$ cat config.mk
export PLATFORM = sky130hd
export DESIGN_NAME = need_monitor_flat
export DESIGN_NICKNAME = d
export VERILOG_FILES = /design/src/rtl/need_monitor_if.sv /design/src/rtl/need_monitor.sv /design/src/flat_wrapper.sv
export SDC_FILE = /design/constraint.sdc
export NUM_CORES = 1
export LEC_CHECK = 0
export BUFFER_PORTS_ARGS = -buffer_cell sky130_fd_sc_hd__buf_4
export CELL_PAD_IN_SITES_DETAIL_PLACEMENT = 2
export CELL_PAD_IN_SITES_GLOBAL_PLACEMENT = 2
export CORE_ASPECT_RATIO = 1.4
export CORE_MARGIN = 4
export CORE_UTILIZATION = 28
export DETAILED_ROUTE_END_ITERATION = 8
export PLACE_DENSITY_LB_ADDON = 0.12
export SLEW_MARGIN = 20
export SYNTH_ARGS = -nofsm -noshare
export SYNTH_HDL_FRONTEND = slang
export SYNTH_SLANG_ARGS = --single-unit
$ cat constraint.sdc
create_clock -name clk -period 10.9 [get_ports clk]
set_input_delay 1.635 -clock clk [delete_from_list [all_inputs] [get_ports clk]]
set_output_delay 1.635 -clock clk [all_outputs]
set_load 0.01 [all_outputs]
$ cat src/rtl/need_monitor_if.sv
// need_monitor_if: groups the need-level inputs and the status outputs of
// need_monitor.
//   master : level-counter / display side (drives tick, levels, revive, mask)
//   slave  : the monitor itself
// With NEED_MONITOR_MASK_EN defined, an NCH-bit mask signal is added.
interface need_monitor_if #(
  parameter int NCH = 6,
  parameter int LW  = 5,
  localparam int IW = (NCH > 1) ? $clog2(NCH) : 1
);
  logic              tick;
  logic [NCH*LW-1:0] levels;
  logic              revive;
`ifdef NEED_MONITOR_MASK_EN
  logic [NCH-1:0]    mask;
`endif
  logic [NCH-1:0]    alert;
  logic              top_valid;
  logic [IW-1:0]     top_idx;
  logic [1:0]        state;
  logic              dead;
  logic              alert_chg;

  modport master (
    output tick, levels, revive,
`ifdef NEED_MONITOR_MASK_EN
    output mask,
`endif
    input  alert, top_valid, top_idx, state, dead, alert_chg
  );

  modport slave (
    input  tick, levels, revive,
`ifdef NEED_MONITOR_MASK_EN
    input  mask,
`endif
    output alert, top_valid, top_idx, state, dead, alert_chg
  );
endinterface

$ cat src/rtl/need_monitor.sv
// need_monitor: per-channel need alerts with hysteresis, a "most urgent"
// channel index, and an OK/WARN/CRIT/DEAD life FSM with a tick-timed death
// countdown and explicit revive. All outputs registered (1-cycle latency).
// Ports:
//   clk, reset : clock, synchronous active-high reset
//   bus        : need_monitor_if.slave (tick, levels, revive, [mask] in;
//                alert, top_valid, top_idx, state, dead, alert_chg out)
// Optional: NEED_MONITOR_MASK_EN adds bus.mask; masked channels never alert,
// never win priority and never count as critical (ignored in DEAD).

// Per-channel hysteresis and critical detect.
module need_lane #(
  parameter int LW       = 5,
  parameter int SET_TH   = 12,
  parameter int CLR_TH   = 9,
  parameter int CRIT_LVL = 31
) (
  input  logic [LW-1:0] lvl,
  input  logic          msk,
  input  logic          cur,
  output logic          hyst,
  output logic          crit
);
  always_comb begin
    hyst = cur;
    if (msk)                       hyst = 1'b0;
    else if (32'(lvl) >= SET_TH)   hyst = 1'b1;
    else if (32'(lvl) <= CLR_TH)   hyst = 1'b0;
    crit = !msk && (32'(lvl) >= CRIT_LVL);
  end
endmodule

module need_monitor #(
  parameter int NCH         = 6,
  parameter int LW          = 5,
  parameter int SET_TH      = 12,
  parameter int CLR_TH      = 9,
  parameter int CRIT_LVL    = 31,
  parameter int DEATH_TICKS = 8,
  localparam int IW = (NCH > 1) ? $clog2(NCH) : 1
) (
  input  logic         clk,
  input  logic         reset,
  need_monitor_if.slave bus
);
  localparam int CW = $clog2(DEATH_TICKS + 1);

  typedef enum logic [1:0] {S_OK = 2'd0, S_WARN = 2'd1, S_CRIT = 2'd2, S_DEAD = 2'd3} state_t;

  state_t                  state_q, state_n;
  logic [CW-1:0]           cnt_q, cnt_n;
  logic [NCH-1:0]          alert_q, alert_n;
  logic                    tv_q, tv_n;
  logic [IW-1:0]           ti_q, ti_n;
  logic                    chg_q, dead_q;
  logic [NCH-1:0][LW-1:0]  lvls;
  logic [NCH-1:0]          msk, hyst, crit;
  logic                    crit_any;
  logic [LW-1:0]           best;

  assign lvls = bus.levels;
`ifdef NEED_MONITOR_MASK_EN
  assign msk = bus.mask;
`else
  assign msk = '0;
`endif

  for (genvar i = 0; i < NCH; i++) begin : g_lane
    need_lane #(.LW(LW), .SET_TH(SET_TH), .CLR_TH(CLR_TH), .CRIT_LVL(CRIT_LVL)) u_lane (
      .lvl (lvls[i]),
      .msk (msk[i]),
      .cur (alert_q[i]),
      .hyst(hyst[i]),
      .crit(crit[i])
    );
  end

  assign crit_any = |crit;

  // Life FSM + death counter. Counter only advances on tick while critical;
  // a critical drop always wins over a coincident tick.
  always_comb begin
    state_n = state_q;
    cnt_n   = cnt_q;
    alert_n = hyst;
    if (state_q == S_DEAD) begin
      alert_n = '1;
      if (bus.revive) begin
        state_n = S_OK;
        alert_n = '0;
        cnt_n   = '0;
      end
    end else if (crit_any) begin
      state_n = S_CRIT;
      if (bus.tick) begin
        if (cnt_q == CW'(DEATH_TICKS - 1)) begin
          state_n = S_DEAD;
          alert_n = '1;
          cnt_n   = CW'(DEATH_TICKS);
        end else begin
          cnt_n = cnt_q + 1'b1;
        end
      end
    end else begin
      cnt_n   = '0;
      state_n = (|hyst) ? S_WARN : S_OK;
    end
  end

  // Most urgent alerted channel; strict '>' keeps the lowest index on ties.
  always_comb begin
    tv_n = 1'b0;
    ti_n = '0;
    best = '0;
    if (state_n != S_DEAD) begin
      for (int i = 0; i < NCH; i++) begin
        if (alert_n[i] && (!tv_n || lvls[i] > best)) begin
          tv_n = 1'b1;
          ti_n = IW'(i);
          best = lvls[i];
        end
      end
    end
  end

  always_ff @(posedge clk) begin
    if (reset) begin
      state_q <= S_OK;
      cnt_q   <= '0;
      alert_q <= '0;
      tv_q    <= 1'b0;
      ti_q    <= '0;
      chg_q   <= 1'b0;
      dead_q  <= 1'b0;
    end else begin
      state_q <= state_n;
      cnt_q   <= cnt_n;
      alert_q <= alert_n;
      tv_q    <= tv_n;
      ti_q    <= ti_n;
      chg_q   <= (alert_n != alert_q);
      dead_q  <= (state_n == S_DEAD);
    end
  end

  assign bus.alert     = alert_q;
  assign bus.top_valid = tv_q;
  assign bus.top_idx   = ti_q;
  assign bus.state     = state_q;
  assign bus.dead      = dead_q;
  assign bus.alert_chg = chg_q;
endmodule

$ cat src/flat_wrapper.sv
// flat-port wrapper written by rule: the top's interface ports become plain ports
module need_monitor_flat 
#(
  parameter int NCH         = 6,
  parameter int LW          = 5,
  parameter int SET_TH      = 12,
  parameter int CLR_TH      = 9,
  parameter int CRIT_LVL    = 31,
  parameter int DEATH_TICKS = 8,
  localparam int IW = (NCH > 1) ? $clog2(NCH) : 1
)
  (clk, reset, bus_tick, bus_levels, bus_revive, bus_alert, bus_top_valid, bus_top_idx, bus_state, bus_dead, bus_alert_chg);
  need_monitor_if #(.NCH(NCH), .LW(LW)) bus_i ();
  input  logic clk;
  input  logic reset;
  input wire logic [$bits(bus_i.tick)-1:0] bus_tick;
  input wire logic [$bits(bus_i.levels)-1:0] bus_levels;
  input wire logic [$bits(bus_i.revive)-1:0] bus_revive;
  output wire logic [$bits(bus_i.alert)-1:0] bus_alert;
  output wire logic [$bits(bus_i.top_valid)-1:0] bus_top_valid;
  output wire logic [$bits(bus_i.top_idx)-1:0] bus_top_idx;
  output wire logic [$bits(bus_i.state)-1:0] bus_state;
  output wire logic [$bits(bus_i.dead)-1:0] bus_dead;
  output wire logic [$bits(bus_i.alert_chg)-1:0] bus_alert_chg;
  assign bus_i.tick = bus_tick;
  assign bus_i.levels = bus_levels;
  assign bus_i.revive = bus_revive;
  assign bus_alert = bus_i.alert;
  assign bus_top_valid = bus_i.top_valid;
  assign bus_top_idx = bus_i.top_idx;
  assign bus_state = bus_i.state;
  assign bus_dead = bus_i.dead;
  assign bus_alert_chg = bus_i.alert_chg;
  need_monitor #(.NCH(NCH), .LW(LW), .SET_TH(SET_TH), .CLR_TH(CLR_TH), .CRIT_LVL(CRIT_LVL), .DEATH_TICKS(DEATH_TICKS)) u_core (.clk(clk), .reset(reset), .bus(bus_i));
endmodule
Word-level counts from Yosys, hierarchy flattened
Cells that the tools add are included.
Widths: inputs -> output; s select.
{ "op_classes": {"n_mux": 54, "bitwise": 1, "mul": 0, "eq_ne": 7, "reduce_logical": 20, "add_sub_neg": 1, "n_shift": 0, "magnitude_cmp": 23, "n_div": 0} }
{ "op_table": {"columns": ["cell", "count"], "rows": [
  ["$mux 5", 10],
  ["$ge 5x4->1 const B", 6],
  ["$ge 5x5->1 const B", 6],
  ["$le 5x4->1 const B", 6],
  ["$mux 6", 5],
  ["$mux 1", 26],
  ["$gt 5x5->1", 5],
  ["$mux 4", 5],
  ["$mux 2", 6],
  ["$reduce_or 6->1", 2],
  ["$mux 3", 2],
  ["$ne 6x6->1", 1],
  ["$logic_and 1x1->1", 5],
  ["$logic_not 1->1", 5],
  ["$logic_or 1x1->1", 5],
  ["$add 4x1->4 const B", 1],
  ["$eq 2x2->1 const B", 2],
  ["$eq 4x3->1 const B", 1],
  ["$ne 2x2->1 const B", 2],
  ["$reduce_or 4->1", 1],
  ["$ne 3x3->1 const B", 1],
  ["$reduce_and 2->1", 1],
  ["$reduce_or 2->1", 1],
  ["$not 1->1", 1]
]} }
{ "word_totals": {"mem_bits_ro": 0, "elab_cells": 114, "output_inout_bits": 14, "register_bits": 18, "mem_bits_rw": 0, "inputBits": 34, "latchBits": 0, "mem_count": 0} }

Logic depth before layout (Yosys ltp)
Gate-level depths: netlist of the first run.
{ "logic_depth": {"ltp_word": 33, "depth_mapped": 52, "depth_no_buf": 49} }

Cells and area by module
Synthesis of the first run repeated with hierarchy kept, for this count alone.
{ "hier_totals": {"cells_unflattened": 289, "area_unflattened_um2": 2193.4} }
{ "by_module_without_submodules": {"columns": ["mod", "area_per_inst_um2", "n_inst", "cells_each"], "rows": [
  ["need_monitor", 1983.2, 1, 259],
  ["need_lane", 35.0, 6, 5]
]} }

Least setup slack after synthesis of the first run
Ideal clock, no wire load.
{ "synth_path": {"path_type": "in2reg", "start": "input port bus_levels[3]", "end": "register u_core.ti_q[1], in the netlist u_core.bus.top_idx[1]", "t_arrival_ps": 10287, "n_path_buf": 3, "setup_time_ps": 86, "stages": 51, "setup_slack_ps": 528, "path_cell_list": "and2_1 > a311oi_2 > nand2_1 > nor3_2 > nor3_1 > nand2_1 > ha_1 > nor2b_1 > o21a_1 > o21ai_0 > a21oi_1 > nor4_2 > nor2_1 > a22oi_1 > ha_1 > o21ai_1 > a21oi_1 > o31a_1 > [... 15 more ...] > ha_1 > a21o_1 > a21oi_1 > o21ai_0 > a22o_1 > and2_4 > buf_6 > nand2b_4 > o31a_1 > ha_1 > nor2b_1 > o21a_1 > o21a_1 > o21a_1 > o22ai_1 > o2bb2ai_1 > nand2b_1 > a211oi_1"} }
{ "synth_via": {"elab_chain_len": 33} }
{ "synth_rtl": {"columns": ["item", "line", "text"], "rows": [
  ["start: declaration", "flat_wrapper.sv:17", "input wire logic [$bits(bus_i.levels)-1:0] bus_levels;"],
  ["$le 5x4->1", "need_monitor.sv:28", "else if (32'(lvl) <= CLR_TH) hyst = 1'b0;"],
  ["$mux 1", "need_monitor.sv:28", null],
  ["$mux 1", "need_monitor.sv:27", "else if (32'(lvl) >= SET_TH) hyst = 1'b1;"],
  ["$mux 6", "need_monitor.sv:96", "if (cnt_q == CW'(DEATH_TICKS - 1)) begin"],
  ["$mux 6", "need_monitor.sv:95", "if (bus.tick) begin"],
  ["$mux 6", "need_monitor.sv:93", "end else if (crit_any) begin"],
  ["$mux 6", "need_monitor.sv:86", "if (state_q == S_DEAD) begin"],
  ["$mux 5 or $mux 1 (tied branches)", "need_monitor.sv:117", "if (alert_n[i] && (!tv_n || lvls[i] > best)) begin"],
  ["[... 17 more ...]", null, null],
  ["$logic_or 1x1->1", "need_monitor.sv:117", null],
  ["$logic_and 1x1->1", "need_monitor.sv:117", null],
  ["$mux 5 or $mux 1 (tied branches)", "need_monitor.sv:117", null],
  ["$mux 5 or $mux 1 (tied branches)", "need_monitor.sv:115", "if (state_n != S_DEAD) begin"],
  ["$gt 5x5->1 or $logic_not 1->1 (tied branches)", "need_monitor.sv:117", null],
  ["$logic_or 1x1->1", "need_monitor.sv:117", null],
  ["$logic_and 1x1->1", "need_monitor.sv:117", null],
  ["$reduce_or 4->1 (no source line)", null, null],
  ["end signal: assignment", "need_monitor.sv:140", "ti_q <= ti_n;"],
  ["end: declaration", "need_monitor.sv:54", "logic [IW-1:0] ti_q, ti_n;"]
]} }
Parallel ways exist; a longest one is shown, timed or not. The select of a mux whose other input is x is not followed.
A chain may end at the register's enable or synchronous reset.

Worst setup path after layout of the first run
{ "layout_path": {"start": "input port bus_levels[11]", "end": "register u_core.ti_q[1], in the netlist u_core.bus.top_idx[1]"} }
{ "layout_via": {"elab_chain_len": 30} }
{ "layout_rtl": {"columns": ["item", "line", "text"], "rows": [
  ["$ge 5x5->1", "need_monitor.sv:29", "crit = !msk && (32'(lvl) >= CRIT_LVL);"],
  ["$reduce_or 6->1", "need_monitor.sv:78", "assign crit_any = |crit;"],
  ["$mux 6", "need_monitor.sv:93", null],
  ["$mux 6", "need_monitor.sv:86", null],
  ["$mux 5 or $mux 1 (tied branches)", "need_monitor.sv:117", null],
  ["$mux 5 or $mux 1 (tied branches)", "need_monitor.sv:115", null],
  ["$gt 5x5->1 or $logic_not 1->1 (tied branches)", "need_monitor.sv:117", null],
  ["$logic_or 1x1->1", "need_monitor.sv:117", null],
  ["[... 14 more ...]", null, null],
  ["$logic_or 1x1->1", "need_monitor.sv:117", null],
  ["$logic_and 1x1->1", "need_monitor.sv:117", null],
  ["$mux 5 or $mux 1 (tied branches)", "need_monitor.sv:117", null],
  ["$mux 5 or $mux 1 (tied branches)", "need_monitor.sv:115", null],
  ["$gt 5x5->1 or $logic_not 1->1 (tied branches)", "need_monitor.sv:117", null],
  ["$logic_or 1x1->1", "need_monitor.sv:117", null],
  ["$logic_and 1x1->1", "need_monitor.sv:117", null],
  ["$reduce_or 4->1 (no source line)", null, null]
]} }
Parallel ways exist; a longest one is shown, timed or not. The select of a mux whose other input is x is not followed.

==> qor.txt, run 1 <==
Worst EP arrival = 10580 ps
Die Y = 112 µm
number of global-route vias before repair = 2691
share of Yosys cell area claimed by the top area cell type = 16.6%
number of synthesized flops with an enable pin = 0
required time reported for the critical path endpoint = 11070 ps
nets@finish = 405
proportion of layout cells with a drive suffix above 1 = 33.1%
sinks on the clock net = 18
share of the yosys chip area belonging to registers = 16.6%
largest area contributor in the netlist = sky130_fd_sc_hd__dfxtp_1
leakage dissipation = 1.31 nW
Core Footprint = 7450 µm²
Port Buf Inserts = 47
Boundary Pins = 48
number of diodes added for antenna fixing = 0
power density over the cells = 137 nW/µm²
Crit Path Max Fanout = 5
Syn Inst Count = 281
final number of hold-violating endpoints = 0
sum of routed wire length over all layers = 8.36 mm
largest cells by area after synthesis = sky130_fd_sc_hd__dfxtp_1 (17%), sky130_fd_sc_hd__ha_1 (15%), sky130_fd_sc_hd__a21oi_1 (6.0%)
site row count = 37
VDD IR-drop max = 0.0612 mV
via/cell ratio = 5.51
final hold slack = 521 ps
critical path capture point type = register
pin count of the biggest net entering global routing = 16
wire length of the first global-routing pass = 13.3 mm
worst min path class = register to register
Yosys warning total = 0
antenna violations before repair = 0
Top FF cell, synth = sky130_fd_sc_hd__dfxtp_1
Max Cap Violations = 0
post-DR wirelength/cell = 18.9 µm
Highest Clock Rate = 0.0961 GHz
Final Critical Period = 10410 ps
Rel. slew slack = 61.2%
leading cell types by count after synthesis = sky130_fd_sc_hd__nor2_1 (28), sky130_fd_sc_hd__a21oi_1 (26), sky130_fd_sc_hd__ha_1 (26), sky130_fd_sc_hd__nand2_1 (21), sky130_fd_sc_hd__dfxtp_1 (18)
netlist area before placement = 2180 µm²
later-pin clock latency in the skew report = 250 ps
Remaining Overflow, GRT = 0
slowest library cell on the worst path = sky130_fd_sc_hd__nor4_4
result of the run = finished clean
Final period util = 95.5%
post-detailed-route count of antenna-violating nets = 0
detailed-router iteration count before antenna repair = 4
number of library cell types mapped by synthesis = 64
kind of critical path = input pin to register
top-count cell post-synth = sky130_fd_sc_hd__nor2_1
Clock H-tree levels = 1
number of storage elements in the synthesis netlist = 18
final RePlAce weighted congestion = 0.852
number of pins exceeding their max-slew limit in the final report = 0
post-synthesis average cell area = 7.74 µm²
post-route total power = 0.406 mW
via total after detailed routing = 2432
iteration-0 DRC count of the detailed router = 72
post-detailed-route DRC marker count = 0
most used cell, CP = sky130_fd_sc_hd__ha_1
CTS tree = built
CTS max path bufs = 2
area of the die = 9270 µm²
DPL Wire Length = 6.95 mm
Async S/R FF share, synth = 0%
clock-pin slew on the worst setup and hold paths = 70 ps
final instance count without filler cells = 441
synth-to-layout area growth = 36.0%
Post-Place Cell Area = 2680 µm²
Die X = 82.5 µm
CTS root buf = sky130_fd_sc_hd__clkbuf_8
measured slew at the worst slew-check pin = 582 ps
area of all placed cells without fillers = 2960 µm²
effective utilization at floorplan = 29.2%
Critical Path Source Type = input pin
fin util = 39.7%
final setup violating endpoints = 0
Worst path max stage delay = 370 ps
Mapped Nets = 341
final clock skew = 5.86 ps
total routing resource utilization after global routing = 18.2%
DP Cell Count = 428
CTS Buf Count = 3
==> worst max-delay path: cells and delay by family <==
kind | cells | cell delay (ps)
and+or+nand+nor | 14 | 2540
buffers and inverters | 4 | 530
adders and majority gates | 5 | 1450
AOI/OAI and AO/OA | 25 | 4400
==> timing repair <==
item,CTS,global route
gates resized for setup,2,31
hold buffers,0,0
pin swaps,1,14
setup buffers,1,8
setup endpoints to repair,3,3
==> stage by stage <==
step	TNS (ps)	worst slack [ps]
finish	0	493
global route	-91.4	-65.4
CTS	0	39.0
detailed placement	-1000	-402
global placement	-295	-182
floorplan	0	528
==> cells in the final DEF, fill, tap and decap left out, types with 2 or more instances in the layout <==
| cell | count |
|---|---|
| sky130_fd_sc_hd__a211oi_2 | 3 |
| sky130_fd_sc_hd__a21o_1 | 10 |
| sky130_fd_sc_hd__a21oi_1 | 22 |
| sky130_fd_sc_hd__a21oi_2 | 2 |
| sky130_fd_sc_hd__a21oi_4 | 3 |
| sky130_fd_sc_hd__a221oi_2 | 2 |
| sky130_fd_sc_hd__a22o_1 | 3 |
| sky130_fd_sc_hd__a22oi_1 | 4 |
| sky130_fd_sc_hd__a22oi_2 | 2 |
| sky130_fd_sc_hd__a32oi_1 | 2 |
| sky130_fd_sc_hd__and2_1 | 2 |
| sky130_fd_sc_hd__and3_1 | 6 |
| sky130_fd_sc_hd__buf_4 | 69 |
| sky130_fd_sc_hd__clkbuf_8 | 4 |
| sky130_fd_sc_hd__dfxtp_1 | 18 |
| sky130_fd_sc_hd__ha_1 | 25 |
| sky130_fd_sc_hd__inv_1 | 11 |
| sky130_fd_sc_hd__nand2_1 | 20 |
| sky130_fd_sc_hd__nand2b_1 | 3 |
| sky130_fd_sc_hd__nand3_1 | 11 |
| sky130_fd_sc_hd__nand3_2 | 2 |
| sky130_fd_sc_hd__nand4_1 | 5 |
| sky130_fd_sc_hd__nor2_1 | 26 |
| sky130_fd_sc_hd__nor2_2 | 2 |
| sky130_fd_sc_hd__nor2b_1 | 4 |
| sky130_fd_sc_hd__nor3_1 | 7 |
| sky130_fd_sc_hd__o211ai_1 | 4 |
| sky130_fd_sc_hd__o21a_1 | 7 |
| sky130_fd_sc_hd__o21ai_0 | 8 |
| sky130_fd_sc_hd__o21ai_1 | 5 |
| sky130_fd_sc_hd__o22ai_1 | 2 |
| sky130_fd_sc_hd__o22ai_2 | 2 |
| sky130_fd_sc_hd__o31a_1 | 5 |
| sky130_fd_sc_hd__or2_1 | 2 |
| sky130_fd_sc_hd__xnor2_1 | 4 |
==> flip-flops by register name (all words and copies together) (netlist names) <==
signal	cells
u_core.bus.alert	6
u_core.bus.alert_chg	1
u_core.bus.dead	1
u_core.bus.state	2
u_core.bus.top_idx	3
u_core.bus.top_valid	1
u_core.cnt_q	4
==> cells by family (layout without fill, tap and decap cells) <==
logic type | count (synthesis) | count (layout) | synth area share [%]
and+or+nand+nor | 106 | 106 | 25.8
AOI/OAI and AO/OA | 104 | 104 | 35.4
adders and majority gates | 26 | 26 | 15.0
buffers and inverters | 22 | 85 | 5.23
DFF | 18 | 18 | 16.6
xor gates and xnor gates | 4 | 4 | 1.61
muxes | 1 | 1 | 0.460
==> area by class of cell <==
class / instances / area [µm²]
multi-input combinational: 241 / 1850
tap: 97 / 121
sequential: 18 / 360
clock buffer: 4 / 55.1
fill: 885 / 4490
inverter: 11 / 41.3
timing repair buffer: 70 / 529
==> metal layers <==
metal / up-vias / share of wire, % / track usage, %
li1: 1190 / - / -
met1: 1198 / 40 / 20.9
met2: 36 / 56 / 35.2
met3: 8 / 2.4 / 1.44
met4: 0 / 1.7 / 3.71
met5: - / 0 / 0
==> power by group <==
group          total, mW  internal (mW)  switching, mW  leakage (nW)
Sequential        0.0780         0.0732        0.00487         0.149
Combinational      0.273          0.132          0.141          1.13
Clock             0.0553         0.0321         0.0232        0.0288
==> path summary, 6_finish.rpt <==
path	startpoint	end	slack [ps]	cells after the start
worst max-delay path	bus_levels[11]	u_core.bus.top_idx[1]$_SDFF_PP0_	490	48
worst min-delay path	u_core.cnt_q[0]$_SDFFE_PP0P_	u_core.cnt_q[0]$_SDFFE_PP0P_	520	2
worst max register to register	u_core.cnt_q[0]$_SDFFE_PP0P_	u_core.bus.top_idx[1]$_SDFF_PP0_	1620	46
worst min register to register	u_core.cnt_q[0]$_SDFFE_PP0P_	u_core.cnt_q[0]$_SDFFE_PP0P_	520	2
No activity file was read; power rests on OpenSTA's default activity.
==> run 2: changes to the inputs <==
CAP_MARGIN = 25   (was default)
CELL_PAD_IN_SITES_DETAIL_PLACEMENT = 1   (was 2)
CELL_PAD_IN_SITES_GLOBAL_PLACEMENT = 1   (was 2)
CORE_UTILIZATION = 36   (was 28)
==> run 2 against run 1 <==
Sequential share of layout area increased by 0.31 points. Combinational power decreased by 4%. Critical path depth decreased by 1. Cell area decreased by 2.5%. Largest power group unchanged. Largest cell class unchanged. Sequential power about the same. Sequential cell count unchanged. Critical endpoint unchanged. First-iteration DRC count increased by 2.8%. Utilization increased by 9.5 points. Power decreased by 2.6%. Count of clock-buffer cells in the layout unchanged. Cell count decreased by 5.9%. Via count decreased by 1.2%.
==> qor.txt, run 2 (synthesis gave the netlist of run 1 again) <==
nets@finish = 406 (was 405)
antenna violations before repair = 0 (unchanged)
via total after detailed routing = 2404 (was 2432)
area of the die = 7370 µm² (was 9270 µm²)
CTS tree = built (unchanged)
iteration-0 DRC count of the detailed router = 74 (was 72)
number of pins exceeding their max-slew limit in the final report = 0 (unchanged)
post-DR wirelength/cell = 17.6 µm (was 18.9 µm)
worst min path class = register to register (unchanged)
commonest cells after routing, fill and taps aside = sky130_fd_sc_hd__buf_4 (71), sky130_fd_sc_hd__nor2_1 (26), sky130_fd_sc_hd__ha_1 (26), sky130_fd_sc_hd__a21oi_1 (24), sky130_fd_sc_hd__nand2_1 (20) (was sky130_fd_sc_hd__buf_4 (69), sky130_fd_sc_hd__nor2_1 (26), sky130_fd_sc_hd__ha_1 (25), sky130_fd_sc_hd__a21oi_1 (22), sky130_fd_sc_hd__nand2_1 (20))
proportion of layout cells with a drive suffix above 1 = 30.7% (was 33.1%)
Critical Path Source Type = input pin (unchanged)
max FFs per register = 6 (unchanged)
post-detailed-route count of antenna-violating nets = 0 (unchanged)
final critical-path setup slack = 491 ps (was 493 ps)
required time reported for the critical path endpoint = 11070 ps (about the same)
Core Footprint = 5860 µm² (was 7450 µm²)
clock-pin slew on the worst setup and hold paths = 70 ps (about the same)
number of diodes added for antenna fixing = 0 (unchanged)
leakage dissipation = 1.30 nW (was 1.31 nW)
critical path capture point type = register (unchanged)
hold-fix buffer count after cts = 0 (unchanged)
Port Buf Inserts = 47 (unchanged)
synth-to-layout area growth = 32.6% (was 36.0%)
total routing resource utilization after global routing = 19.9% (was 18.2%)
Boundary Pins = 48 (unchanged)
kind of critical path = input pin to register (unchanged)
measured slew at the worst slew-check pin = 568 ps (was 582 ps)
wire length of the first global-routing pass = 11.7 mm (was 13.3 mm)
most used cell, CP = sky130_fd_sc_hd__ha_1 (unchanged)
final number of hold-violating endpoints = 0 (unchanged)
worst slack, placed = -269 ps (was -402 ps)
final setup violating endpoints = 0 (unchanged)
DP Cell Count = 407 (was 428)
post-route setup TNS = 0 ps (unchanged)
site row count = 33 (was 37)
final instance count without filler cells = 415 (was 441)
CTS max path bufs = 2 (unchanged)
sinks on the clock net = 18 (unchanged)
fin util = 49.2% (was 39.7%)
Worst path max stage delay = 380 ps (was 370 ps)
CTS root buf = sky130_fd_sc_hd__clkbuf_8 (unchanged)
later-pin clock latency in the skew report = 250 ps (about the same)
Crit Path Max Fanout = 6 (was 5)
power density over the cells = 137 nW/µm² (about the same)
Max Cap Violations = 0 (unchanged)
detailed-router iteration count before antenna repair = 4 (unchanged)
Clock H-tree levels = 1 (unchanged)
Die Y = 100 µm (was 112 µm)
result of the run = finished clean (unchanged)
DPL Wire Length = 6.13 mm (was 6.95 mm)
Die X = 73.7 µm (was 82.5 µm)
Highest Clock Rate = 0.0961 GHz (about the same)
number of global-route vias before repair = 2468 (was 2691)
VDD IR-drop max = 0.0663 mV (was 0.0612 mV)
Worst EP arrival = 10580 ps (about the same)
post-detailed-route DRC marker count = 0 (unchanged)
CTS Buf Count = 3 (unchanged)
effective utilization at floorplan = 37.1% (was 29.2%)
Rel. slew slack = 61.9% (was 61.2%)
final clock skew = 4.92 ps (was 5.86 ps)
most common library cell in the layout ignoring fill and taps = sky130_fd_sc_hd__buf_4 (unchanged)
Final period util = 95.5% (about the same)
Final Critical Period = 10410 ps (about the same)
pin count of the biggest net entering global routing = 16 (unchanged)
Remaining Overflow, GRT = 0 (unchanged)
slowest library cell on the worst path = sky130_fd_sc_hd__o32a_1 (was sky130_fd_sc_hd__nor4_4)
sum of routed wire length over all layers = 7.29 mm (was 8.36 mm)
final RePlAce weighted congestion = 0.883 (was 0.852)
via/cell ratio = 5.79 (was 5.51)
-- run 2: cell count changes in the layout (fill, tap and decap cells not counted), moves of 2 or more --
cell / before / now
sky130_fd_sc_hd__o22ai_1: 2 / 4
sky130_fd_sc_hd__a21oi_1: 22 / 24
sky130_fd_sc_hd__a22oi_2: 2 / 0
sky130_fd_sc_hd__buf_4: 69 / 71
sky130_fd_sc_hd__a22oi_1: 4 / 6
sky130_fd_sc_hd__o22ai_2: 2 / 0
sky130_fd_sc_hd__a21oi_4: 3 / 1
-- run 2: routing by layer --
| layer | part of all wire (%) | track usage [%] |
|---|---|---|
| met5 | 0 | 0 |
| met4 | 3.2 | 6.28 |
| met1 | 41 | 23.8 |
| met2 | 53 | 36.3 |
| met3 | 2.9 | 1.70 |
-- run 2: final cells by class --
type,count,area [µm²]
tap,70,87.6
timing repair buffer,71,533
fill,754,2980
multi-input combinational,241,1810
clock buffer,4,55.1
sequential,18,360
inverter,11,41.3
-- run 2: timing repair --
action,in CTS,in global routing
resized for setup,1,22
setup endpoints to repair,1,3
buffers inserted,0,4
pin swaps,0,6
-- run 2: where the power goes --
group,switching (mW),internal [mW]
Combinational,0.130,0.133
Sequential,0.00453,0.0731
Clock,0.0229,0.0321
-- run 2: metrics by stage --
stage | power (mW) | hold WS [ps] | cell area (µm²)
6_report | 0.396 | 514 | 2890
5_1_grt | 0.432 | 555 | 2890
4_1_cts | 0.385 | 524 | 2750
3_5_place_dp | 0.329 | 514 | 2690
3_3_place_gp | 0.323 | 499 | 2690
2_1_floorplan | 0.236 | 468 | 2180
-- run 2: final timing paths --
check / start / to / slack, ps / cells past startpoint
max reg2reg: u_core.bus.state[1]$_SDFF_PP0_ / u_core.bus.top_idx[1]$_SDFF_PP0_ / 1610 / 45
max: bus_levels[3] / u_core.bus.top_idx[1]$_SDFF_PP0_ / 490 / 47
min: u_core.cnt_q[0]$_SDFFE_PP0P_ / u_core.cnt_q[0]$_SDFFE_PP0P_ / 510 / 2
min reg2reg: u_core.cnt_q[0]$_SDFFE_PP0P_ / u_core.cnt_q[0]$_SDFFE_PP0P_ / 510 / 2
-- run 2: critical path, delay by kind of cell --
family / cells / cell delay, ps
AOI/OAI and AO/OA: 26 / 5020
adders and majority gates: 5 / 1360
buffers and inverters: 2 / 310
and+or+nand+nor: 14 / 2230
==> run 3: changes to the inputs <==
--- a/config.mk
+++ b/config.mk
@@ -7,2 +7,3 @@
 export LEC_CHECK = 0
+export ABC_AREA = 1
 export BUFFER_PORTS_ARGS = -buffer_cell sky130_fd_sc_hd__buf_4
@@ -11,5 +12,4 @@
 export CELL_PAD_IN_SITES_GLOBAL_PLACEMENT = 1
-export CORE_ASPECT_RATIO = 1.4
 export CORE_MARGIN = 4
-export CORE_UTILIZATION = 36
+export CORE_UTILIZATION = 34
 export DETAILED_ROUTE_END_ITERATION = 8
--- a/constraint.sdc
+++ b/constraint.sdc
@@ -3,2 +3,2 @@
 set_output_delay 1.635 -clock clk [all_outputs]
-set_load 0.01 [all_outputs]
+set_load 0.1 [all_outputs]
==> run 3 against run 2 <==
Sequential share of layout area grew 1.5 points. Via count down 3.7%. Fmax is 24% higher. Critical path depth is 12 higher. Global-route usage decreased by 1.7 points. Clock skew shrank 1.6 ps. Die area is 3.6% higher. Sequential power about the same. Worst setup slack better by 2000 ps. Power is 1.4% higher. Critical endpoint unchanged. Largest power group unchanged.
==> qor.txt, run 3 <==
result of the run = finished clean (unchanged)
post-detailed-route DRC marker count = 0 (unchanged)
post-detailed-route count of antenna-violating nets = 0 (unchanged)
number of synthesized flops with an enable pin = 0 (unchanged)
number of library cell types mapped by synthesis = 35 (was 64)
clock-pin slew on the worst setup and hold paths = 70 ps (about the same)
Top FF cell, synth = sky130_fd_sc_hd__dfxtp_1 (unchanged)
combinational fraction of design power = 66.6% (was 66.5%)
commonest cells after routing, fill and taps aside = sky130_fd_sc_hd__nand2_1 (86), sky130_fd_sc_hd__buf_4 (47), sky130_fd_sc_hd__nand3_1 (39), sky130_fd_sc_hd__inv_1 (37), sky130_fd_sc_hd__nor2_1 (36) (was sky130_fd_sc_hd__buf_4 (71), sky130_fd_sc_hd__nor2_1 (26), sky130_fd_sc_hd__ha_1 (26), sky130_fd_sc_hd__a21oi_1 (24), sky130_fd_sc_hd__nand2_1 (20))
iteration-0 DRC count of the detailed router = 40 (was 74)
Rel. slew slack = 62.5% (was 61.9%)
site row count = 28 (was 33)
post-DR wirelength/cell = 14.1 µm (was 17.6 µm)
Max Cap Violations = 0 (unchanged)
later-pin clock latency in the skew report = 260 ps (was 250 ps)
pin count of the biggest net entering global routing = 14 (was 16)
number of inserted filler cells in the final layout = 820 (was 754)
unrepaired setup endpoints after global routing = no
most used cell, CP = sky130_fd_sc_hd__nand2_1 (was sky130_fd_sc_hd__ha_1)
CTS tree = built (unchanged)
worst min path class = register to register (unchanged)
CTS root buf = sky130_fd_sc_hd__clkbuf_8 (unchanged)
Syn Inst Count = 341 (was 281)
Port Buf Inserts = 47 (unchanged)
most common library cell in the layout ignoring fill and taps = sky130_fd_sc_hd__nand2_1 (was sky130_fd_sc_hd__buf_4)
cell-internal power = 0.195 mW (was 0.238 mW)
kind of critical path = input pin to register (unchanged)
max FFs per register = 6 (unchanged)
Yosys warning total = 0 (unchanged)
proportion of layout cells with a drive suffix above 1 = 20.1% (was 30.7%)
DP Cell Count = 455 (was 407)
share of the yosys chip area belonging to registers = 16.8% (was 16.6%)
count of cells resized by post-cts repair = 0 (was 1)
largest area contributor in the netlist = sky130_fd_sc_hd__dfxtp_1 (unchanged)
top-count cell post-synth = sky130_fd_sc_hd__nand2_1 (was sky130_fd_sc_hd__nor2_1)
Final Critical Period = 8430 ps (was 10410 ps)
total routing resource utilization after global routing = 18.2% (was 19.9%)
DPL Wire Length = 5.63 mm (was 6.13 mm)
final setup violating endpoints = 0 (unchanged)
Die X = 87.4 µm (was 73.7 µm)
post-route total power = 0.401 mW (was 0.396 mW)
synth-to-layout area growth = 20.6% (was 32.6%)
critical path capture point type = register (unchanged)
wire length of the first global-routing pass = 11.3 mm (was 11.7 mm)
via total after detailed routing = 2315 (was 2404)
required time reported for the critical path endpoint = 11100 ps (was 11070 ps)
number of pins exceeding their max-slew limit in the final report = 0 (unchanged)
netlist area before placement = 2140 µm² (was 2180 µm²)
measured slew at the worst slew-check pin = 559 ps (was 568 ps)
sw frac = 51.5% (was 39.8%)
fraction of power consumed by the clock network = 13.9% (about the same)
final hold slack = 506 ps (was 514 ps)
final number of hold-violating endpoints = 0 (unchanged)
Highest Clock Rate = 0.119 GHz (was 0.0961 GHz)
number of storage elements in the synthesis netlist = 18 (unchanged)
power density over the cells = 155 nW/µm² (was 137 nW/µm²)
Clock H-tree levels = 1 (unchanged)
antenna violations before repair = 0 (unchanged)
VDD IR-drop max = 0.0723 mV (was 0.0663 mV)
post-route setup TNS = 0 ps (unchanged)
leading cell types by count after synthesis = sky130_fd_sc_hd__nand2_1 (86), sky130_fd_sc_hd__nand3_1 (39), sky130_fd_sc_hd__inv_1 (37), sky130_fd_sc_hd__nor2_1 (36), sky130_fd_sc_hd__ha_1 (26) (was sky130_fd_sc_hd__nor2_1 (28), sky130_fd_sc_hd__a21oi_1 (26), sky130_fd_sc_hd__ha_1 (26), sky130_fd_sc_hd__nand2_1 (21), sky130_fd_sc_hd__dfxtp_1 (18))
P_sw = 0.207 mW (was 0.158 mW)
nets@finish = 445 (was 406)
final RePlAce weighted congestion = 0.802 (was 0.883)
effective utilization at floorplan = 35.6% (was 37.1%)
number of diodes added for antenna fixing = 0 (unchanged)
slowest library cell on the worst path = sky130_fd_sc_hd__ha_1 (was sky130_fd_sc_hd__o32a_1)
leakage dissipation = 1.47 nW (was 1.30 nW)
post-synthesis average cell area = 6.29 µm² (was 7.74 µm²)
CTS max path bufs = 2 (unchanged)
via/cell ratio = 5.04 (was 5.79)
Mapped Nets = 401 (was 341)
Die Y = 87.4 µm (was 100 µm)
sinks on the clock net = 18 (unchanged)
area of the die = 7640 µm² (was 7370 µm²)
Final period util = 77.3% (was 95.5%)
final instance count without filler cells = 459 (was 415)
largest cells by area after synthesis = sky130_fd_sc_hd__dfxtp_1 (17%), sky130_fd_sc_hd__ha_1 (15%), sky130_fd_sc_hd__nand2_1 (15%) (was sky130_fd_sc_hd__dfxtp_1 (17%), sky130_fd_sc_hd__ha_1 (15%), sky130_fd_sc_hd__a21oi_1 (6.0%))
Worst EP arrival = 8630 ps (was 10580 ps)
detailed-router iteration count before antenna repair = 4 (unchanged)
share of Yosys cell area claimed by the top area cell type = 16.8% (was 16.6%)
Crit Path Max Fanout = 12 (was 6)
setup fix buffers added after clock tree synthesis = 0 (unchanged)
hold-fix buffer count after cts = 0 (unchanged)
Remaining Overflow, GRT = 0 (unchanged)
sum of routed wire length over all layers = 6.47 mm (was 7.29 mm)
CTS Buf Count = 3 (unchanged)
Core Footprint = 6030 µm² (was 5860 µm²)
final clock skew = 3.27 ps (was 4.92 ps)
Worst path max stage delay = 310 ps (was 380 ps)
Critical Path Source Type = input pin (unchanged)
fraction of power consumed by sequential logic = 19.4% (was 19.6%)
Boundary Pins = 48 (unchanged)
Async S/R FF share, synth = 0% (unchanged)
number of global-route vias before repair = 2490 (was 2468)
[run 3: layout make-up]
type	instances	area (µm²)	area share [%]
tap	75	93.8	3.63
inverter	41	155	6.00
clock buffer	4	55.1	2.13
multi-input combinational	274	1570	60.6
sequential	18	360	13.9
timing repair buffer	47	353	13.6
[run 3: final timing paths]
path | startpoint | endpoint | slack (ps) | depth (start not counted)
max reg2reg | u_core.cnt_q[0]$_SDFFE_PP0P_ | u_core.bus.top_idx[1]$_SDFF_PP0_ | 3620 | 57
min | u_core.cnt_q[1]$_SDFFE_PP0P_ | u_core.cnt_q[1]$_SDFFE_PP0P_ | 510 | 2
max | bus_levels[28] | u_core.bus.top_idx[1]$_SDFF_PP0_ | 2470 | 59
min reg2reg | u_core.cnt_q[1]$_SDFFE_PP0P_ | u_core.cnt_q[1]$_SDFFE_PP0P_ | 510 | 2
[run 3: critical path: cells and delay by family]
kind	cells	cell delay (ps)
and+or+nand+nor	33	3690
adders and majority gates	5	1300
AOI/OAI and AO/OA	15	1500
buffers and inverters	6	480
[run 3: kinds of logic (layout without fill, tap and decap cells)]
| group | after synthesis | count (layout) | share of synthesized area [%] |
|---|---|---|---|
| compound gates | 41 | 41 | 11.5 |
| simple gates | 201 | 201 | 44.0 |
| fa+ha+maj | 26 | 26 | 15.2 |
| flops | 18 | 18 | 16.8 |
| buf+inv | 49 | 92 | 10.0 |
| xor+xnor | 6 | 6 | 2.45 |
[run 3: stage by stage]
step / util (%) / setup WS, ps / area, µm²
after floorplan: - / 3490 / 2140
after global placement: 42.0 / 2410 / 2530
after detailed placement: 42.0 / 2170 / 2530
after CTS: 42.9 / 2440 / 2580
after global routing: 42.9 / 1640 / 2580
final: 42.9 / 2470 / 2580
[run 3: per-layer routing]
layer	track usage (%)	wire [µm]	share of wire, %	up-vias
met3	2.46	221	3.4	6
li1	-	-	-	1201
met4	2.65	80	1.2	0
met2	33.6	3230	50	39
met5	0	0	0	-
met1	22.6	2940	45	1069
[run 3: power groups by stage]
stage          clock network (mW)  registers (mW)  logic, mW
6_report                   0.0560          0.0779      0.267
3_5_place_dp                    0          0.0796      0.270
2_1_floorplan                   0           0.119      0.165
5_1_grt                    0.0607          0.0793      0.303
3_3_place_gp                    0          0.0793      0.259
4_1_cts                    0.0578          0.0782      0.271
